$ cat src/rtl/regfile_sb.sv
// Multi-port register file with two write-back ports, optional write-to-read
// bypass and a per-register busy scoreboard that drives the issue-stage stall.

module regfile_sb_rdport #(
  parameter int XLEN   = 32,
  parameter int AW     = 5,
  parameter int BYPASS = 1
) (
  input  logic [AW-1:0]   i_addr,
  input  logic [XLEN-1:0] i_q,
  input  logic            i_busy,
  input  logic            i_wb0_en,
  input  logic [AW-1:0]   i_wb0_addr,
  input  logic [XLEN-1:0] i_wb0_data,
  input  logic            i_wb1_en,
  input  logic [AW-1:0]   i_wb1_addr,
  input  logic [XLEN-1:0] i_wb1_data,
  output logic [XLEN-1:0] o_data,
  output logic            o_busy
);
  logic w_nz, w_hit0, w_hit1;

  assign w_nz   = |i_addr;
  assign w_hit0 = (BYPASS != 0) && w_nz && i_wb0_en && (i_wb0_addr == i_addr);
  assign w_hit1 = (BYPASS != 0) && w_nz && i_wb1_en && (i_wb1_addr == i_addr);

  // wb1 is the younger producer, so it takes precedence on the bypass path
  always_comb begin
    o_data = i_q;
    if (!w_nz)       o_data = '0;
    else if (w_hit1) o_data = i_wb1_data;
    else if (w_hit0) o_data = i_wb0_data;
  end

  assign o_busy = w_nz & i_busy & ~(w_hit0 | w_hit1);
endmodule

module regfile_sb #(
  parameter int XLEN   = 32,
  parameter int NREGS  = 32,
  parameter int NRD    = 2,
  parameter int BYPASS = 1,
  localparam int AW    = $clog2(NREGS),
  localparam int CW    = $clog2(NREGS) + 1
) (
  input  logic                clk,
  input  logic                rst,
  input  logic [NRD-1:0]      rd_en,
  input  logic [NRD*AW-1:0]   rd_addr,
  output logic [NRD*XLEN-1:0] rd_data,
  output logic [NRD-1:0]      rd_busy,
  output logic                stall,
  input  logic                wb0_en,
  input  logic [AW-1:0]       wb0_addr,
  input  logic [XLEN-1:0]     wb0_data,
  input  logic                wb1_en,
  input  logic [AW-1:0]       wb1_addr,
  input  logic [XLEN-1:0]     wb1_data,
  input  logic                rsv_en,
  input  logic [AW-1:0]       rsv_addr,
  output logic [CW-1:0]       busy_cnt
);
  logic [NREGS-1:0][XLEN-1:0] r_regs;
  logic [NREGS-1:0]           r_busy;
  logic [CW-1:0]              r_busy_cnt;

  logic [NREGS-1:0] w_wb0_hit, w_wb1_hit, w_rsv_hit, w_busy_nxt;
  logic [CW-1:0]    w_cnt_nxt;

  // Register 0 never matches, so it is never written, reserved or busy
  always_comb begin
    w_wb0_hit  = '0;
    w_wb1_hit  = '0;
    w_rsv_hit  = '0;
    w_busy_nxt = '0;
    w_cnt_nxt  = '0;
    for (int r = 1; r < NREGS; r++) begin
      w_wb0_hit[r] = wb0_en && (wb0_addr == AW'(r));
      w_wb1_hit[r] = wb1_en && (wb1_addr == AW'(r));
      w_rsv_hit[r] = rsv_en && (rsv_addr == AW'(r));
      // A reservation belongs to a newer producer than any completing write-back
      if (w_rsv_hit[r])                     w_busy_nxt[r] = 1'b1;
      else if (w_wb0_hit[r] | w_wb1_hit[r]) w_busy_nxt[r] = 1'b0;
      else                                  w_busy_nxt[r] = r_busy[r];
    end
    for (int r = 0; r < NREGS; r++)
      w_cnt_nxt = w_cnt_nxt + CW'(w_busy_nxt[r]);
  end

  always_ff @(posedge clk or posedge rst) begin
    if (rst) begin
      r_regs     <= '0;
      r_busy     <= '0;
      r_busy_cnt <= '0;
    end else begin
      for (int r = 1; r < NREGS; r++) begin
        if (w_wb1_hit[r])      r_regs[r] <= wb1_data;
        else if (w_wb0_hit[r]) r_regs[r] <= wb0_data;
      end
      r_busy     <= w_busy_nxt;
      r_busy_cnt <= w_cnt_nxt;
    end
  end

  genvar i;
  generate
    for (i = 0; i < NRD; i++) begin : g_rd
      logic [AW-1:0] w_addr;
      assign w_addr = rd_addr[i*AW +: AW];
      regfile_sb_rdport #(.XLEN(XLEN), .AW(AW), .BYPASS(BYPASS)) u_rd (
        .i_addr     (w_addr),
        .i_q        (r_regs[w_addr]),
        .i_busy     (r_busy[w_addr]),
        .i_wb0_en   (wb0_en),
        .i_wb0_addr (wb0_addr),
        .i_wb0_data (wb0_data),
        .i_wb1_en   (wb1_en),
        .i_wb1_addr (wb1_addr),
        .i_wb1_data (wb1_data),
        .o_data     (rd_data[i*XLEN +: XLEN]),
        .o_busy     (rd_busy[i])
      );
    end
  endgenerate

  assign stall    = |(rd_en & rd_busy);
  assign busy_cnt = r_busy_cnt;
endmodule

$ cat config.mk
export PLATFORM = sky130hd
export DESIGN_NAME = regfile_sb
export DESIGN_NICKNAME = d
export VERILOG_FILES = /design/src/rtl/regfile_sb.sv
export SDC_FILE = /design/constraint.sdc
export NUM_CORES = 2
export LEC_CHECK = 0
export CORE_ASPECT_RATIO = 0.9
export CORE_UTILIZATION = 25
export DETAILED_ROUTE_END_ITERATION = 7
export HOLD_SLACK_MARGIN = 0.1
export PLACE_DENSITY_LB_ADDON = 0.1
export SLEW_MARGIN = 30
export SYNTH_ARGS = -nofsm -noshare
export SYNTH_HDL_FRONTEND = slang
export SYNTH_SLANG_ARGS = --single-unit
$ cat constraint.sdc
create_clock -name clk -period 100.4 [get_ports clk]
set_input_delay 25.1 -clock clk [delete_from_list [all_inputs] [get_ports clk]]
set_output_delay 25.1 -clock clk [all_outputs]
set_load 0.05 [all_outputs]
==> flow_summary.json <==
{
  "grt_pass1_wl_um": 444000,
  "rrSetupSlack_ns": 95.02,
  "top_usage_layer": "met2",
  "arrival_ns": 30.64,
  "start_util_pct": 25.2,
  "cp-startpoint": "rd_addr[6]",
  "antenna_found_initial": 21,
  "hold_slack_ns": 0.506,
  "path_depth": 10,
  "tightest_slew_ns": 1.08,
  "final_layout_size_suffix_gt1_share_pct": 17.8,
  "rsz0062_at_grt": "no",
  "hold_violations": 0,
  "synthCells": 6259,
  "slowest_stage": "clkdlybuf4s50_1",
  "syn_nets": 6385,
  "reg2reg_depth": 18,
  "h-tree-depth": 4,
  "cp_top_family": "buffers and inverters",
  "dp.cells": 9356,
  "cts-root-buf": "clkbuf_16",
  "worst-setup-path-type": "primary input to output port",
  "yosys-top-cells-area": "dfrtp_1 39%, mux4_2 17%, mux2i_1 15%",
  "grt_max_degree": 135,
  "layout.nets": 6111,
  "yosysTopAreaCellShare_pct": 39.1,
  "cp-start-kind": "primary input",
  "worstReg2RegEnd": "busy_cnt[4]$_DFF_PP0_",
  "cts_tree": "built",
  "wire_per_inst_um": 33.4,
  "grt_use_total_pct": 23.9,
  "firstDrtPassIters": 6,
  "status": "finished clean",
  "end_kind": "output port",
  "yosysTopAreaCell": "dfrtp_1",
  "viasPerCell": 5.45,
  "ctsHoldBuffers": 0,
  "path_cells": "buf_8 > buf_4 > buf_4 > buf_4 > mux2_2 > a22o_1 > mux4_2 > nor2_1 > o311ai_0 > clkdlybuf4s50_1",
  "finalSetupTns_ns": 0,
  "drtIter0Drc": 5910,
  "path_max_fanout": 62,
  "ys_seq_area_share_pct": 39.1,
  "netlist_area_um2": 65800,
  "grt_use_met1_pct": 35.0,
  "drc_errors": 0,
  "ys_warn_count": 32,
  "ys_ff_latch": 1029,
  "clk_latency_ns": 0.81,
  "numPortBuffers": 168,
  "period_needed_ns": 55.74,
  "power_density_nw_per_um2": 21.8,
  "grt_pass1_vias": 51081,
  "grt-ovfl-total": 0,
  "peakVddDrop_v": 0.0000401,
  "clockBufferDepth": 3,
  "min_path_cells": 2,
  "cap_viol_max_count": 0,
  "yosysUniqueCellTypes": 63,
  "critPathCapture": "rd_data[46]",
  "multi_input_area_um2": 37000,
  "register_area_um2": 25700,
  "gp_congestion": 0.788,
  "dp_hpwl_um": 182000,
  "n_fill_cell": 27011,
  "slowest_delay_ns": 0.96,
  "areaGrowthSynthToFinish_pct": 14.5,
  "post-route-period-util_pct": 55.5,
  "timing.fmax_mhz": 17.9,
  "drt-total-wl_um": 321000,
  "finClkSkew_ns": 0.0231,
  "synth_area_per_cell_um2": 10.5,
  "critPathBufInv": 5,
  "path_common_cell": "buf_4",
  "synthFlopType": "dfrtp_1",
  "core_um2": 261000,
  "hp-class": "flop to flop",
  "die_area_um2": 265000,
  "crit_required_ns": 75.30,
  "synth_edf_count": 0,
  "max_slew_margin_pct": 28.1,
  "numCtsBuffers": 135,
  "clock_sinks": 1029,
  "drv_slew": 0,
  "dieWidth_um": 543,
  "drt.antenna.violating_nets": 0,
  "final-instance-count-excl-fill": 9600,
  "cts_setup_buffers": 0,
  "use_met2_pct": 36.3,
  "synth-async-reset-ratio_pct": 100,
  "finalSetupViolations": 0,
  "dieHeight_um": 489,
  "num_io_pins": 169,
  "cts_resized": 0,
  "met3_usage_pct": 4.23,
  "leakagePower_nw": 30.9,
  "vias": 52340,
  "timing.rr.start": "r_busy[24]$_DFF_PP0_",
  "path_clk_slew_ns": 0.05,
  "rows": 178
}
[metal layers]
metal	share of wire, %	up-vias
met4	2.3	4
met2	44	2139
li1	-	22369
met1	47	27429
met3	6.6	399
met5	0.0084	-
[sequential cells by signal (all words and copies together) (netlist names)]
signal	count
busy_cnt	6
r_busy	31
r_regs	992
[worst min-delay path by stage]
stage / start / to / slack, ns
floorplan: r_regs[33]$_DFFE_PP0P_ / r_regs[33]$_DFFE_PP0P_ / 0.46
CTS: r_regs[57]$_DFFE_PP0P_ / r_regs[57]$_DFFE_PP0P_ / 0.51
detailed placement: r_regs[57]$_DFFE_PP0P_ / r_regs[57]$_DFFE_PP0P_ / 0.49
global route: r_regs[46]$_DFFE_PP0P_ / r_regs[46]$_DFFE_PP0P_ / 0.53
finish: r_regs[35]$_DFFE_PP0P_ / r_regs[35]$_DFFE_PP0P_ / 0.51
global placement: r_regs[35]$_DFFE_PP0P_ / r_regs[35]$_DFFE_PP0P_ / 0.48
[through the flow]
| stage | power, mW | instance area (um^2) | utilization [%] | setup WS (ns) |
|---|---|---|---|---|
| detailed placement | 1.13 | 70800 | 27.1 | 44.69 |
| finish | 1.64 | 75300 | 28.8 | 44.66 |
| CTS | 1.65 | 75200 | 28.8 | 44.69 |
| global placement | 1.13 | 70600 | 27.0 | 44.72 |
| global route | 1.73 | 75300 | 28.8 | 44.60 |
| floorplan | 0.976 | 65800 | - | 46.34 |
[cells in the final DEF, fill, tap and decap left out, types with 23 or more instances in the layout]
cell type and count:
a221oi_1 65, fa_1 23, o31a_1 32, nand2_1 593
mux2i_1 991, clkbuf_16 138, clkbuf_1 33, o311ai_0 55
mux4_2 490, o22a_1 63, nor2b_1 45, dfrtp_1 1029
inv_1 35, a22o_1 36, clkbuf_8 30, nand3_1 68
mux2_2 72, a21oi_1 527, clkdlybuf4s50_1 156, o21ai_0 488
buf_4 204, nand2_4 29, o221ai_1 63, nor2_1 571
[cell type report]
| cell class | count | share of cell area, % |
|---|---|---|
| clock inverters | 38 | 0.643 |
| repair buffers | 388 | 4.70 |
| multi-input cells | 4395 | 49.1 |
| inverters | 36 | 0.189 |
| diodes | 3 | 0.00997 |
| clock buffers | 201 | 5.30 |
| well taps | 3510 | 5.83 |
| flip-flops and latches | 1029 | 34.2 |
[tightest hold or removal path, delay by kind of cell, from the launching register on]
| family | cells | cell delay, ns |
|---|---|---|
| DFF | 1 | 0.35 |
| AOI/OAI and AO/OA | 1 | 0.06 |
| and+or+nand+nor | 1 | 0.05 |
[Yosys cell counts, types with 3 or more instances]
cell type and count:
dfrtp_1 1029, and2_1 3, buf_8 3, o21ai_1 6, nand2b_1 13, o21a_1 5
a22o_1 36, o311ai_0 62, buf_4 37, o22ai_1 7, nand3_1 69, clkbuf_1 498
buf_1 109, o31a_1 32, mux2_2 72, o21ai_0 488, and3_1 4, xnor2_1 20
a32o_1 5, nor3_1 24, nor4_2 4, nor2_2 5, or3_1 5, buf_2 143
o22a_1 63, a32oi_1 9, a221oi_1 65, nor2_1 584, inv_1 36, fa_1 23
nor2b_1 49, xor2_1 3, nand4_1 8, nand3b_1 4, o221ai_1 63, a21oi_1 527
or2_2 3, mux2i_1 991, mux4_2 490, buf_6 8, ha_1 7, nand2_1 622
[logic make-up after synthesis]
| logic type | synth area share, % |
|---|---|
| xor+xnor | 0.306 |
| buf+inv | 5.39 |
| simple gates | 8.74 |
| compound gates | 12.5 |
| fa+ha+maj | 0.833 |
| flops | 39.1 |
| mux | 33.1 |
[power breakdown]
group	internal, mW	leakage (nW)	switching, mW	total (mW)
clock network	0.292	2.21	0.217	0.509
logic	0.253	16.1	0.258	0.510
registers	0.529	12.5	0.0903	0.619
Power figures use the tool's default switching activity.
